`src/rtl/tft_pkg.sv`:
```
// Shared panel geometry and default timing constants for the TFT display path.
// Latency: n/a (constants only).
// Backpressure: n/a.
package tft_pkg;

    // 480x272 panel, DE-mode timing
    localparam int H_ACTIVE       = 480;
    localparam int H_TOTAL        = 525;
    localparam int V_ACTIVE       = 272;
    localparam int V_TOTAL        = 288;

    // 50 MHz / 6 = 8.33 MHz pixel clock; 5 kHz backlight PWM
    localparam int CLK_DIV_DEF    = 6;
    localparam int READ_LAT_DEF   = 2;
    localparam int PWM_PERIOD_DEF = 10000;

    // frame-buffer coordinate width
    localparam int COORD_W        = 9;

endpackage

```
`src/rtl/backlight_pwm.sv`:
```
// Backlight PWM: led_en high for (bright * PWM_PERIOD) >> 8 clks of every PWM_PERIOD clks.
// Latency: 1 clk from bright/pwm_cnt to led_en.
// Backpressure: none; free-running.
module backlight_pwm
    import tft_pkg::*;
#(
    parameter int PWM_PERIOD = PWM_PERIOD_DEF
) (
    input  logic       clk,
    input  logic       reset_btn,
    input  logic [7:0] bright,
    output logic       led_en
);

    localparam int PW = $clog2(PWM_PERIOD);

    logic [PW-1:0] pwm_cnt;
    logic [21:0]   thr;

    // duty threshold; the 22-bit product covers 255 * 10000
    always_comb begin
        thr = (22'(bright) * 22'(PWM_PERIOD)) >> 8;
    end

    // free-running period counter, unrelated to pixel timing
    always_ff @(posedge clk or posedge reset_btn) begin
        if (reset_btn) begin
            pwm_cnt <= '0;
        end else if (pwm_cnt == PW'(PWM_PERIOD - 1)) begin
            pwm_cnt <= '0;
        end else begin
            pwm_cnt <= pwm_cnt + 1'b1;
        end
    end

    // compare; full brightness is forced on since thr tops out below PWM_PERIOD
    always_ff @(posedge clk or posedge reset_btn) begin
        if (reset_btn) begin
            led_en <= 1'b0;
        end else begin
            led_en <= (bright == 8'hFF) || (22'(pwm_cnt) < thr);
        end
    end

endmodule

```
`src/rtl/tft_timing_gen.sv`:
```
// DE-mode timing, one-pixel-ahead frame-buffer prefetch and panel output registers.
// Latency: a pixel reaches tft_r/g/b one pixel period after its pix_req.
// Backpressure: none; the frame buffer must return data READ_LAT clks after pix_req.
module tft_timing_gen #(
    parameter int CLK_DIV    = tft_pkg::CLK_DIV_DEF,
    parameter int READ_LAT   = tft_pkg::READ_LAT_DEF,
    parameter int PWM_PERIOD = tft_pkg::PWM_PERIOD_DEF,
    parameter int H_ACTIVE   = tft_pkg::H_ACTIVE,
    parameter int H_TOTAL    = tft_pkg::H_TOTAL,
    parameter int V_ACTIVE   = tft_pkg::V_ACTIVE,
    parameter int V_TOTAL    = tft_pkg::V_TOTAL
) (
    input  logic                        clk,
    input  logic                        reset_btn,
    input  logic [7:0]                  bright,
    output logic [tft_pkg::COORD_W-1:0] pix_x,
    output logic [tft_pkg::COORD_W-1:0] pix_y,
    output logic                        pix_req,
    input  logic [23:0]                 pix_rgb,
    output logic [7:0]                  tft_r,
    output logic [7:0]                  tft_g,
    output logic [7:0]                  tft_b,
    output logic                        tft_clk,
    output logic                        tft_de,
    output logic                        tft_en,
    output logic                        tft_display,
    output logic                        led_en,
    output logic                        frame_start,
    output logic                        vblank
);

    localparam int DW = $clog2(CLK_DIV);
    localparam int HW = $clog2(H_TOTAL);
    localparam int VW = $clog2(V_TOTAL);
    localparam int CW = tft_pkg::COORD_W;

    logic [DW-1:0] div_cnt;
    logic [HW-1:0] h_cnt;
    logic [VW-1:0] v_cnt;
    logic [VW-1:0] v_nxt;
    logic          tick;
    logic          h_wrap;
    logic          v_wrap;
    logic          fetch_act;
    logic [23:0]   hold_dat;
    logic [23:0]   cap_dat;

    // tick marks the last clk of a pixel period (tft_clk falling edge follows it)
    always_comb begin
        tick      = (div_cnt == DW'(CLK_DIV - 1));
        h_wrap    = (h_cnt == HW'(H_TOTAL - 1));
        v_wrap    = (v_cnt == VW'(V_TOTAL - 1));
        v_nxt     = v_cnt;
        if (h_wrap) begin
            v_nxt = v_wrap ? '0 : v_cnt + 1'b1;
        end
        fetch_act = (h_cnt < HW'(H_ACTIVE)) && (v_cnt < VW'(V_ACTIVE));
        // when READ_LAT lands on the tick itself, bypass the holding register
        cap_dat   = (div_cnt == DW'(READ_LAT)) ? pix_rgb : hold_dat;
    end

    // 50% duty pixel clock; read strobe in the first clk of an active fetch period
    assign tft_clk = (div_cnt >= DW'(CLK_DIV / 2));
    assign pix_req = tft_en && (div_cnt == '0) && fetch_act;
    assign pix_x   = CW'(h_cnt);
    assign pix_y   = CW'(v_cnt);

    // panel enables come up on the first clk after reset and gate the divider
    always_ff @(posedge clk or posedge reset_btn) begin
        if (reset_btn) begin
            tft_en      <= 1'b0;
            tft_display <= 1'b0;
        end else begin
            tft_en      <= 1'b1;
            tft_display <= 1'b1;
        end
    end

    // divider and h/v counters; v advances on h wrap, both wrap together at frame end
    always_ff @(posedge clk or posedge reset_btn) begin
        if (reset_btn) begin
            div_cnt <= '0;
            h_cnt   <= '0;
            v_cnt   <= '0;
        end else if (tft_en) begin
            div_cnt <= tick ? '0 : div_cnt + 1'b1;
            if (tick) begin
                h_cnt <= h_wrap ? '0 : h_cnt + 1'b1;
                v_cnt <= v_nxt;
            end
        end
    end

    // capture read data only in its valid cycle; other cycles are ignored
    always_ff @(posedge clk or posedge reset_btn) begin
        if (reset_btn) begin
            hold_dat <= '0;
        end else if (div_cnt == DW'(READ_LAT)) begin
            hold_dat <= pix_rgb;
        end
    end

    // panel outputs change only on tick, showing the pixel fetched this period
    always_ff @(posedge clk or posedge reset_btn) begin
        if (reset_btn) begin
            tft_de                <= 1'b0;
            {tft_r, tft_g, tft_b} <= '0;
        end else if (tick) begin
            tft_de                <= fetch_act;
            {tft_r, tft_g, tft_b} <= fetch_act ? cap_dat : 24'd0;
        end
    end

    // vblank tracks the registered line counter, updated on the same tick
    always_ff @(posedge clk or posedge reset_btn) begin
        if (reset_btn) begin
            vblank <= 1'b0;
        end else if (tick) begin
            vblank <= (v_nxt >= VW'(V_ACTIVE));
        end
    end

    // registered one clk early so frame_start is high exactly on the (0,0) tick
    always_ff @(posedge clk or posedge reset_btn) begin
        if (reset_btn) begin
            frame_start <= 1'b0;
        end else begin
            frame_start <= tft_en && (div_cnt == DW'(CLK_DIV - 2)) &&
                           (h_cnt == '0) && (v_cnt == '0);
        end
    end

    backlight_pwm #(
        .PWM_PERIOD (PWM_PERIOD)
    ) u_backlight (
        .clk       (clk),
        .reset_btn (reset_btn),
        .bright    (bright),
        .led_en    (led_en)
    );

endmodule

```
`config.mk`:
```
export PLATFORM = sky130hd
export DESIGN_NAME = tft_timing_gen
export DESIGN_NICKNAME = d
export VERILOG_FILES = /design/src/rtl/tft_pkg.sv /design/src/rtl/backlight_pwm.sv /design/src/rtl/tft_timing_gen.sv
export SDC_FILE = /design/constraint.sdc
export NUM_CORES = 1
export LEC_CHECK = 0
export BUFFER_PORTS_ARGS = -buffer_cell sky130_fd_sc_hd__buf_2
export CELL_PAD_IN_SITES_DETAIL_PLACEMENT = 0
export CELL_PAD_IN_SITES_GLOBAL_PLACEMENT = 1
export CORE_AREA = 2 2 115 117
export CTS_CLUSTER_SIZE = 25
export DETAILED_ROUTE_END_ITERATION = 12
export DIE_AREA = 0 0 117 119
export GPL_ROUTABILITY_DRIVEN = 0
export PLACE_DENSITY = 0.83
export SYNTH_ARGS = -nofsm -noshare
export SYNTH_HDL_FRONTEND = slang
export SYNTH_SLANG_ARGS = --single-unit
export TNS_END_PERCENT = 50
```
`constraint.sdc`:
```
create_clock -name clk -period 3.6 [get_ports clk]
set_input_delay 0.36 -clock clk [delete_from_list [all_inputs] [get_ports clk]]
set_output_delay 0.36 -clock clk [all_outputs]
set_load 0.03 [all_outputs]
```
==> reports/qor.csv, run 1 <==
stage;metric;value;unit
grt;met1 GRT Util;23.11;%
grt;initial antenna violation count;0;
min_path;hold crit path type;input pin to flop;
logic_synthesis;Syn. warnings;0;
power;PwrDens;670.9;nW/um^2
die;Die ar.;13920;sq um
setup_path;CP Capture Point;u_backlight.led_en$_DFF_PP0_;
grt;wire length of the first global-routing pass;20.09;mm
setup_path;R2R setup slack;1.53;ns
power;sequential power share;32.8;%
final_layout;Register Area;2227;sq um
setup_path;Crit. Startpoint;bright[7];
setup_path;reg2reg end;vblank$_DFFE_PP0P_;
grt;final global-route overflow total;0;
final_layout;diode count;0;
setup_path;worst r2r src;h_cnt[0]$_DFFE_PP0P_;
timing;Slew HR;48.08;%
logic_synthesis;top-area cell type share of the netlist area;40.08;%
power;VDD IR max;239.5;uV
power;Internal Power;0.002755;W
setup_path;Req. time, crit path;3.84;ns
timing;worst-margin pin slew;0.7760;ns
cts;CTS Root Cell;clkbuf_16;
final_layout;Fillers;1147;
logic_synthesis;Synth area leader;dfrtp_1;
cts;clk sinks;89;
logic_synthesis;Avg Cell Area, Syn;10.29;sq um
routing;DRT iter0 DRCs;165;
routing;wire per inst;14.37;microns
final_layout;area of the multi-input gates;3105;sq um
final_layout;share of cells above drive strength 1;29.50;%
logic_synthesis;sequential share of the synthesized area;40.08;%
setup_path;WP data arrival;4.23;ns
timing;Worst Skew;0.008483;ns
grt;M2 GR Usage;30.60;%
power;sw frac;38.49;%
routing;DR vias/cell;5.091;
flow_run;# Max-Cap Violations;0;
cts;CTS tree;built;
setup_path;crit-path max FO;3;
setup_path;crit start category;input pin;
routing;final WL;11.78;mm
logic_synthesis;Post-synth ARST share;100.0;%
timing;# setup viols final;1;
logic_synthesis;number of synthesized flops with an enable pin;0;
placed_design;hpwl dp;8.819;mm
die;Starting Density;43.16;%
power;P_sw;0.001723;W
timing;Final Hold Viols;0;
placed_design;port bufs;83;
power;LEAKAGE;3.310;nW
routing;Pre-antenna DRT Iters;4;
setup_path;CP endpoint kind;flop;
die;Std-Cell Core Area;12870;sq um
grt;Tot GR Track Use;18.09;%
timing;Final Critical Period;3.986;ns
grt;via count of the first global-routing pass;4274;
timing;RSZ-0062 raised after global routing;true;
die;Die Y;119;microns
die;IO Count;84;
logic_synthesis;Synth area leaders;dfrtp_1 (40%), ha_1 (13%), mux2_2 (5.1%), fa_1 (4.3%), nand2_1 (3.2%);
final_layout;Nets;743;
logic_synthesis;syn nets;644;
timing;final worst-path setup slack;-0.3863;ns
logic_synthesis;Cells after Synth;540;
die;Cell Rows;42;
cts;later-pin clock latency in the skew report;0.34;ns
grt;met3 GRT Util;4.427;%
grt;Most Crowded Layer GR;met2;
routing;DRC viols;0;
cts;total CTS buffers;9;
final_layout;Area Overhead vs Synth;20.13;%
power;Combinational Power Share;45.8;%
placed_design;Place WS;-0.7737;ns
power;clock power share;21.4;%
timing;Fmax achieved;250.9;MHz
cts;H-tree lvl count;3;
setup_path;R2R depth;7;
timing;Setup TNS;-0.3863;ns
run_status;violated checks;setup timing;
cts;clk slew on worst S/H paths;0.07;ns
cts;clk buf depth;2;
run_status;status;finished, violations left;
logic_synthesis;prevailing post-synth register cell;dfrtp_1;
routing;DRT antenna net count;0;
grt;largest net degree at the start of global routing;54;
logic_synthesis;Post-Syn Area;5557;sq um
setup_path;Critical Setup Path Class;input pin to flop;
routing;Vias;4175;
logic_synthesis;#FFs+latches synth;89;
die;die span in x;117;microns
logic_synthesis;synth unique cells;63;
timing;Period Utilization, post-route;110.7;%
timing;max-slew violation count;0;
worst max-delay path: stages:
cell and delay (ns):
buf_2 0.12, fa_1 0.55, fa_1 0.43, ha_1 0.28, inv_1 0.04, fa_1 0.49
inv_2 0.05, ha_4 0.21, o31a_1 0.26, a31o_2 0.25, a21oi_2 0.14, xor2_1 0.16
ha_1 0.26, nand4_1 0.10, a211oi_2 0.05, o21ai_1 0.16, a21oi_2 0.06, o31ai_2 0.25
routing by layer:
metal,vias to the layer above,part of all wire (%)
li1,2049,-
met1,2060,44
met2,57,51
met3,9,3.2
met4,0,1.1
met5,-,0
how the worst min path moves through the flow:
stage | slack [ns] | cells past startpoint | endpoint | from
finish | 0.26 | 2 | hold_dat[12]$_DFF_PP0_ | pix_rgb[12]
global route | 0.25 | 2 | hold_dat[9]$_DFF_PP0_ | pix_rgb[9]
CTS | 0.25 | 2 | hold_dat[12]$_DFF_PP0_ | pix_rgb[12]
detailed placement | 0.36 | 2 | tft_r[2]$_DFFE_PP0P_ | reset_btn
global placement | 0.36 | 2 | tft_r[2]$_DFFE_PP0P_ | reset_btn
floorplan | 0.44 | 1 | u_backlight.pwm_cnt[0]$_DFF_PP0_ | u_backlight.pwm_cnt[0]$_DFF_PP0_
power groups by stage:
stage,sequential [W],combinational (W),clock [W]
finish,0.00147,0.00205,0.000959
global route,0.00151,0.00230,0.00104
CTS,0.00147,0.00201,0.000987
detailed placement,0.00149,0.00198,0
global placement,0.00147,0.00193,0
floorplan,0.00172,0.00123,0
repair_timing:
item | 4_1_cts | 5_1_grt
endpoints found under the hold margin | 13 | 0
buffers inserted | 0 | 3
gates cloned | 0 | 0
setup endpoints to repair | 1 | 1
hold buffers | 1 | 0
pin swaps | 4 | 21
gates resized for setup | 3 | 11
cell usage after synthesis (all sizes together), types with 3 or more instances:
cell,n
nand2b,26
xnor2,16
nand3,21
o21a,3
dfrtp,89
ha,58
nor4,6
mux2,25
o21ai,45
and3,12
clkbuf,8
nand4,8
nor3,6
a21oi,16
nor2,25
nor2b,5
nand2,47
fa,12
xor2,13
o31ai,3
buf,20
inv,38
placed cells by master (no fill, tap or decap), drive strengths merged, types with 3 or more instances in the layout:
cell type,n
nor2,25
fa,12
xnor2,16
a21oi,16
o21a,3
nand4,8
o31ai,3
nor4,6
and3,12
nand2,47
clkbuf,12
mux2,25
nor3,6
xor2,13
dfrtp,89
ha,58
inv,39
o21ai,45
nand3,21
nor2b,5
buf,116
nand2b,26
final cells by class:
class,count,share of cell area (%)
Clock inverter,4,0.8810
Clock buffer,12,3.693
Inverter,38,2.156
Multi-Input combinational cell,384,46.52
Timing Repair Buffer,117,10.08
Sequential cell,89,33.36
Tap cell,176,3.299
logic make-up after synthesis:
logic type	after synthesis	synth area share, %
flops	89	40.08
other cells	1	0.06749
compound gates	85	9.345
xor+xnor	29	4.571
fa+ha+maj	70	17.38
simple gates	172	17.05
buf+inv	67	6.080
mux	27	5.427
through the flow:
step	area, sq um	total power [W]	instances	util, %	hold WS, ns
2_1_floorplan	5590	0.002942	540	-	0.4386
5_1_grt	6675	0.004850	820	51.85	0.2530
6_report	6675	0.004478	820	51.85	0.2634
3_5_place_dp	6257	0.003469	800	48.60	0.3592
4_1_cts	6584	0.004473	817	51.14	0.2548
3_3_place_gp	6257	0.003397	800	48.60	0.3557
flip-flops by register name (all words and copies together), names as in the netlist, 3 cells and up:
| name | cells |
|---|---|
| h_cnt | 10 |
| u_backlight.pwm_cnt | 14 |
| tft_b | 8 |
| pix_y | 9 |
| div_cnt | 3 |
| hold_dat | 24 |
| tft_r | 8 |
| tft_g | 8 |
(Power assumes the default switching activity.)
==> run 2: changes to the inputs <==
- CORE_AREA: 2 2 115 117 -> 2 2 114 116
- DIE_AREA: 0 0 117 119 -> 0 0 116 118
- HOLD_SLACK_MARGIN: unset -> 0.02
- PLACE_DENSITY: 0.83 -> 0.84
- SKIP_CTS_REPAIR_TIMING: unset -> 1
- SYNTH_HIERARCHICAL: unset -> 1
==> run 2 against run 1 <==
Total power up 1.2%. Area after synthesis down 0.90%. The flow still finishes with violations (setup timing). Largest power group unchanged. Sequential power about the same. Critical endpoint is now u_backlight/led_en$_DFF_PP0_.
==> reports/qor.csv, run 2 <==
stage;metric;value;unit
logic_synthesis;Synth area leader;dfrtp_1;
timing;# setup viols final;1;
cts;clk sinks;89;
final_layout;diode count;0;
grt;largest net degree at the start of global routing;32;
die;Cell Rows;41;
final_layout;Register Area;2227;sq um
die;IO Count;84;
final_layout;area of the multi-input gates;3152;sq um
logic_synthesis;Post-synth ARST share;100.0;%
logic_synthesis;most frequent cell after synthesis;dfrtp_1;
setup_path;reg2reg end;h_cnt[9]$_DFFE_PP0P_;
setup_path;R2R depth;6;
cts;later-pin clock latency in the skew report;0.33;ns
setup_path;Critical Setup Path Class;input pin to flop;
run_status;status;finished, violations left;
power;LEAKAGE;3.324;nW
logic_synthesis;#FFs+latches synth;89;
timing;Final Hold Viols;0;
placed_design;Place WS;-0.6495;ns
routing;DRT antenna net count;0;
logic_synthesis;prevailing post-synth register cell;dfrtp_1;
final_layout;Area Overhead vs Synth;24.18;%
cts;total CTS buffers;9;
cts;H-tree lvl count;3;
final_layout;Fillers;1137;
logic_synthesis;synth unique cells;54;
setup_path;CP bufs+invs;3;
logic_synthesis;number of synthesized flops with an enable pin;0;
setup_path;WP data arrival;4.10;ns
logic_synthesis;Syn. warnings;6;
routing;final WL;12.46;mm
final_layout;commonest non-fill, non-tap cell in the layout;dfrtp_1;
routing;DR vias/cell;5.181;
final_layout;Biggest register;hold_dat;
power;PwrDens;663.0;nW/um^2
timing;RSZ-0062 raised after global routing;true;
timing;max-slew violation count;0;
timing;Slew HR;49.63;%
logic_synthesis;Post-Syn Area;5507;sq um
run_status;violated checks;setup timing;
setup_path;critical path's slowest cell;fa_1;
setup_path;worst r2r src;div_cnt[2]$_DFFE_PP0P_;
cts;CTS Root Cell;clkbuf_16;
logic_synthesis;Cells after Synth;549;
timing;final worst-path setup slack;-0.2936;ns
routing;DRC viols;0;
routing;Vias;4331;
placed_design;hpwl dp;9.235;mm
setup_path;crit-path max FO;2;
final_layout;post-route insts no fill;836;
cts;clk buf depth;2;
logic_synthesis;syn nets;653;
logic_synthesis;Avg Cell Area, Syn;10.03;sq um
grt;wire length of the first global-routing pass;21.29;mm
setup_path;Slowest Stage Delay on Critical Path;0.52;ns
final_layout;Regs by FF count;hold_dat (24), u_backlight/pwm_cnt (14), h_cnt (10);
grt;via count of the first global-routing pass;4368;
die;Die ar.;13690;sq um
cts;CTS tree;built;
setup_path;Crit path max-delay family;adder cells;
flow_run;# Max-Cap Violations;0;
cts;clk slew on worst S/H paths;0.06;ns
logic_synthesis;Commonest cells post-synth;dfrtp_1 (89), nand2_1 (61), ha_1 (58), o21ai_0 (41), nand3_1 (40);
setup_path;CP Cell Sequence;buf_4 > ha_4 > ha_4 > inv_2 > fa_1 > fa_1 > buf_6 > fa_2 > nor2b_4 > o2111ai_4 > a211o_1 > o211a_1 > ha_1 > and2_4 > o2111ai_2 > nor4_1 > a21oi_1;
setup_path;crit start category;input pin;
routing;Pre-antenna DRT Iters;4;
power;Final Power;0.004534;W
logic_synthesis;sequential share of the synthesized area;40.45;%
routing;DRT iter0 DRCs;224;
placed_design;dpl cells;817;
final_layout;share of cells above drive strength 1;30.87;%
die;Die Y;118;microns
die;Std-Cell Core Area;12410;sq um
timing;Worst Skew;0.007147;ns
grt;Tot GR Track Use;18.98;%
final_layout;Nets;763;
die;die span in x;116;microns
final_layout;final core utilization;55.08;%
logic_synthesis;Synth area leaders;dfrtp_1 (40%), ha_1 (13%), mux2_2 (5.1%), fa_1 (4.4%), nand2_1 (4.2%);
final_layout;most frequent cells in the layout;dfrtp_1 (89), buf_2 (79), nand2_1 (61);
placed_design;port bufs;83;
power;VDD IR max;440.5;uV
timing;Period Utilization, post-route;108.2;%
setup_path;Req. time, crit path;3.81;ns
routing;wire per inst;14.91;microns
setup_path;CP endpoint kind;flop;
logic_synthesis;top-area cell type share of the netlist area;40.45;%
die;Starting Density;44.36;%
grt;final global-route overflow total;0;
setup_path;R2R setup slack;1.40;ns
timing;Final Critical Period;3.894;ns
final_layout;Largest register FFs;24;
min_path;hold crit path type;input pin to asynchronous set/reset pin;
timing;worst-margin pin slew;0.7498;ns
grt;initial antenna violation count;0;
timing;Fmax achieved;256.8;MHz
==> run 2: cell types whose count changed after synthesis, moves of 5 or more <==
cell / before / now
nand4_1: 8 / 3
nor2_1: 23 / 16
o21ai_0: 25 / 41
and3_1: 10 / 5
nand3_1: 21 / 40
o21ai_1: 20 / 0
nand2_1: 47 / 61
a21o_1: 2 / 7
nand2b_1: 26 / 6
clkbuf_1: 6 / 15
==> run 2: logic make-up after synthesis <==
logic type                 share of synthesized area (%)
DFF                                                40.45
AOI/OAI and AO/OA                                  10.23
muxes                                              5.840
and+or+nand+nor                                    15.88
adders and majority gates                          17.54
xor gates and xnor gates                           4.453
buffers and inverters                              5.544
other                                            0.06810
==> run 2: area by class of cell <==
cell class / count / share of cell area (%)
multi-input combinational: 391 / 46.09
sequential: 89 / 32.57
clock inverter: 4 / 0.7502
timing repair buffer: 130 / 11.60
inverter: 38 / 2.086
clock buffer: 12 / 3.751
tap: 172 / 3.147
==> run 2: metrics by stage <==
step	hold WS [ns]	area [sq um]	setup TNS, ns
CTS	0.09848	6716	-0.3227
floorplan	0.2615	5603	-0.2958
global route	0.1381	6838	-0.4292
global placement	0.4425	6409	-0.5118
finish	0.09487	6838	-0.2936
detailed placement	0.4593	6409	-0.6495
==> run 2: power by group <==
part	switching, W	internal (W)	total, W
Sequential	0.000186	0.00130	0.00148
Combinational	0.00120	0.000902	0.00210
Clock	0.000375	0.000576	0.000951
==> run 2: how the worst max path moves through the flow <==
stage | endpoint | slack (ns) | depth (start not counted) | startpoint
after floorplan | u_backlight/led_en$_DFF_PP0_ | -0.30 | 15 | bright[7]
after global placement | u_backlight/led_en$_DFF_PP0_ | -0.51 | 17 | bright[5]
after detailed placement | u_backlight/led_en$_DFF_PP0_ | -0.65 | 17 | bright[2]
after CTS | u_backlight/led_en$_DFF_PP0_ | -0.32 | 17 | bright[2]
after global routing | u_backlight/led_en$_DFF_PP0_ | -0.43 | 17 | bright[5]
final | u_backlight/led_en$_DFF_PP0_ | -0.29 | 17 | bright[2]
==> run 2: metal layers <==
| metal | global-route usage, % | vias to the layer above | routed length, microns |
|---|---|---|---|
| li1 | - | 2130 | - |
| met1 | 27.02 | 2101 | 5908 |
| met2 | 30.01 | 89 | 5845 |
| met3 | 4.428 | 11 | 577 |
| met4 | 3.199 | 0 | 133 |
| met5 | 0 | - | 0 |
==> run 2: worst reg2reg max path, delay by kind of cell (launching register included) <==
kind	cells	cell delay (ns)
AND/OR/NAND/NOR	4	1.22
flip-flops	1	0.44
buffers and inverters	1	0.32
AO/OA/AOI/OAI	1	0.15
==> run 3: changes to the inputs <==
- REMOVE_ABC_BUFFERS: unset -> 1
==> run 3 against run 2 <==
The run still ends with setup timing left. Die area unchanged. Worst setup slack improved by 0.044 ns. First-iteration DRC count is 34% higher. Total power increased by 0.65%. Final area rose by 1.4%. Clock skew grew 0.0073 ns. Utilization increased by 0.76 points. Register-to-register slack better by 0.14 ns. Maximum frequency grew 1.1%. Critical path depth grew 1. Sequential share of layout area fell by 0.44 points. Via count increased by 1.3%. Critical path type unchanged. Critical endpoint unchanged. Largest cell class unchanged. Highest routed layer unchanged.
==> reports/qor.csv, run 3 (same netlist as run 2, synthesis figures left out) <==
stage;metric;value;unit
run_status;violated checks;setup timing;
min_path;hold crit path type;input pin to asynchronous set/reset pin;
placed_design;hpwl dp;8.890;mm
power;VDD IR max;430.2;uV
setup_path;CP Cell Sequence;buf_8 > fa_1 > fa_1 > ha_1 > inv_2 > fa_1 > inv_2 > ha_4 > buf_6 > nand2_4 > nand2_1 > a31oi_1 > a311oi_2 > ha_1 > a21o_1 > a221oi_2 > o22ai_1 > a21oi_1;
power;P_sw;0.001837;W
power;sw frac;40.26;%
setup_path;CP bufs+invs;4;
setup_path;Req. time, crit path;3.87;ns
die;Die Y;118;microns
timing;worst-margin pin slew;0.9395;ns
die;IO Count;84;
grt;via count of the first global-routing pass;4392;
routing;DRC viols;0;
cts;later-pin clock latency in the skew report;0.35;ns
final_layout;Fillers;1102;
power;Final Power;0.004563;W
routing;Vias;4386;
routing;wire per inst;14.79;microns
cts;clk sinks;89;
timing;final worst-path setup slack;-0.2494;ns
setup_path;critical path's slowest cell;fa_1;
flow_run;# Max-Cap Violations;0;
power;sequential power share;32.2;%
power;clock power share;19.8;%
cts;total CTS buffers;9;
routing;DRT antenna net count;0;
power;LEAKAGE;3.344;nW
setup_path;Crit path max-delay family;adder cells;
routing;DR vias/cell;5.221;
setup_path;Most common cell on crit path;fa_1;
setup_path;crit start category;input pin;
final_layout;share of cells above drive strength 1;32.63;%
cts;clk slew on worst S/H paths;0.08;ns
setup_path;CP endpoint kind;flop;
cts;clk buf depth;2;
grt;initial antenna violation count;0;
die;Cell Rows;41;
timing;Fmax achieved;259.8;MHz
setup_path;crit-path max FO;5;
timing;Slew HR;37.37;%
timing;RSZ-0062 raised after global routing;true;
grt;wire length of the first global-routing pass;20.39;mm
timing;Worst Skew;0.01446;ns
setup_path;Slowest Stage Delay on Critical Path;0.55;ns
timing;max-slew violation count;0;
grt;Tot GR Track Use;18.48;%
die;Starting Density;44.36;%
timing;Period Utilization, post-route;106.9;%
timing;Final Hold Viols;0;
timing;Final Critical Period;3.849;ns
final_layout;most frequent cells in the layout;dfrtp_1 (89), buf_2 (80), nand2_1 (60);
cts;CTS tree;built;
setup_path;WP data arrival;4.12;ns
routing;Pre-antenna DRT Iters;6;
routing;final WL;12.42;mm
die;Die ar.;13690;sq um
setup_path;Critical Setup Path Class;input pin to flop;
final_layout;Area Overhead vs Synth;25.88;%
placed_design;port bufs;83;
die;Std-Cell Core Area;12410;sq um
die;die span in x;116;microns
cts;CTS Root Cell;clkbuf_16;
run_status;status;finished, violations left;
final_layout;Largest register FFs;24;
grt;largest net degree at the start of global routing;75;
power;Internal Power;0.002726;W
final_layout;Regs by FF count;hold_dat (24), u_backlight/pwm_cnt (14), h_cnt (10);
final_layout;Nets;767;
final_layout;diode count;0;
grt;final global-route overflow total;0;
power;Combinational Power Share;48.0;%
timing;# setup viols final;1;
routing;DRT iter0 DRCs;301;
final_layout;commonest non-fill, non-tap cell in the layout;dfrtp_1;
timing;Setup TNS;-0.2494;ns
cts;H-tree lvl count;3;
final_layout;Biggest register;hold_dat;
power;PwrDens;658.3;nW/um^2
-- run 3: cell types whose count changed in the layout (fill, tap and decap cells not counted), sizes merged --
cell	change
buf	+5
clkinvlp	-1
bufinv	-1
inv	+5
clkbuf	-4
-- run 3: per-stage QoR --
step / utilization [%] / instances / hold slack [ns] / worst slack [ns] / area [sq um]
6_report: 55.84 / 840 / 0.08753 / -0.2494 / 6932
5_1_grt: 55.84 / 840 / 0.1423 / -0.4051 / 6932
4_1_cts: 53.42 / 838 / 0.1020 / -0.5947 / 6631
3_5_place_dp: 51.15 / 822 / 0.4657 / -0.9491 / 6350
3_3_place_gp: 51.15 / 822 / 0.4557 / -0.7959 / 6350
2_1_floorplan: - / 518 / 0.2615 / -0.5307 / 5344
-- run 3: layout make-up --
class | instances | area [sq um] | share of cell area [%]
clock buffer | 9 | 225.2 | 3.249
clock inverter | 7 | 56.30 | 0.8123
inverter | 38 | 142.6 | 2.058
multi-input combinational | 391 | 3241 | 46.75
sequential | 89 | 2227 | 32.13
tap | 172 | 215.2 | 3.105
timing repair buffer | 134 | 824.5 | 11.90
-- run 3: worst register-to-register path: stages, from the launching register on --
cell and delay, ns:
dfrtp_1 0.32, buf_4 0.34, nand2_1 0.16, nor3_1 0.52, nand2_1 0.20, nor2_1 0.19, nand2_1 0.09, xnor2_1 0.13
-- run 3: worst paths after layout --
path,startpoint,to,slack (ns),cells after the start
max,bright[7],u_backlight/led_en$_DFF_PP0_,-0.25,18
max in group asynchronous,reset_btn,h_cnt[4]$_DFFE_PP0P_,2.66,3
min,reset_btn,u_backlight/led_en$_DFF_PP0_,0.09,2
max reg2reg,div_cnt[0]$_DFFE_PP0P_,h_cnt[6]$_DFFE_PP0P_,1.54,7
min in group clk,pix_rgb[0],hold_dat[0]$_DFF_PP0_,0.24,2
min reg2reg,tft_g[6]$_DFFE_PP0P_,tft_g[6]$_DFFE_PP0P_,0.47,2
-- run 3: metal layers --
metal / GRT usage (%) / part of all wire [%]
met1: 24.29 / 45
met2: 30.92 / 51
met3: 3.656 / 3.6
met4: 5.060 / 0.90
met5: 0 / 0
-- run 3: power by group through the flow --
stage	combinational [W]	clock [W]	sequential (W)
after floorplan	0.00102	0	0.00176
after global placement	0.00192	0	0.00147
after detailed placement	0.00197	0	0.00149
after CTS	0.00199	0.000929	0.00147
after global routing	0.00242	0.000967	0.00151
final	0.00219	0.000905	0.00147
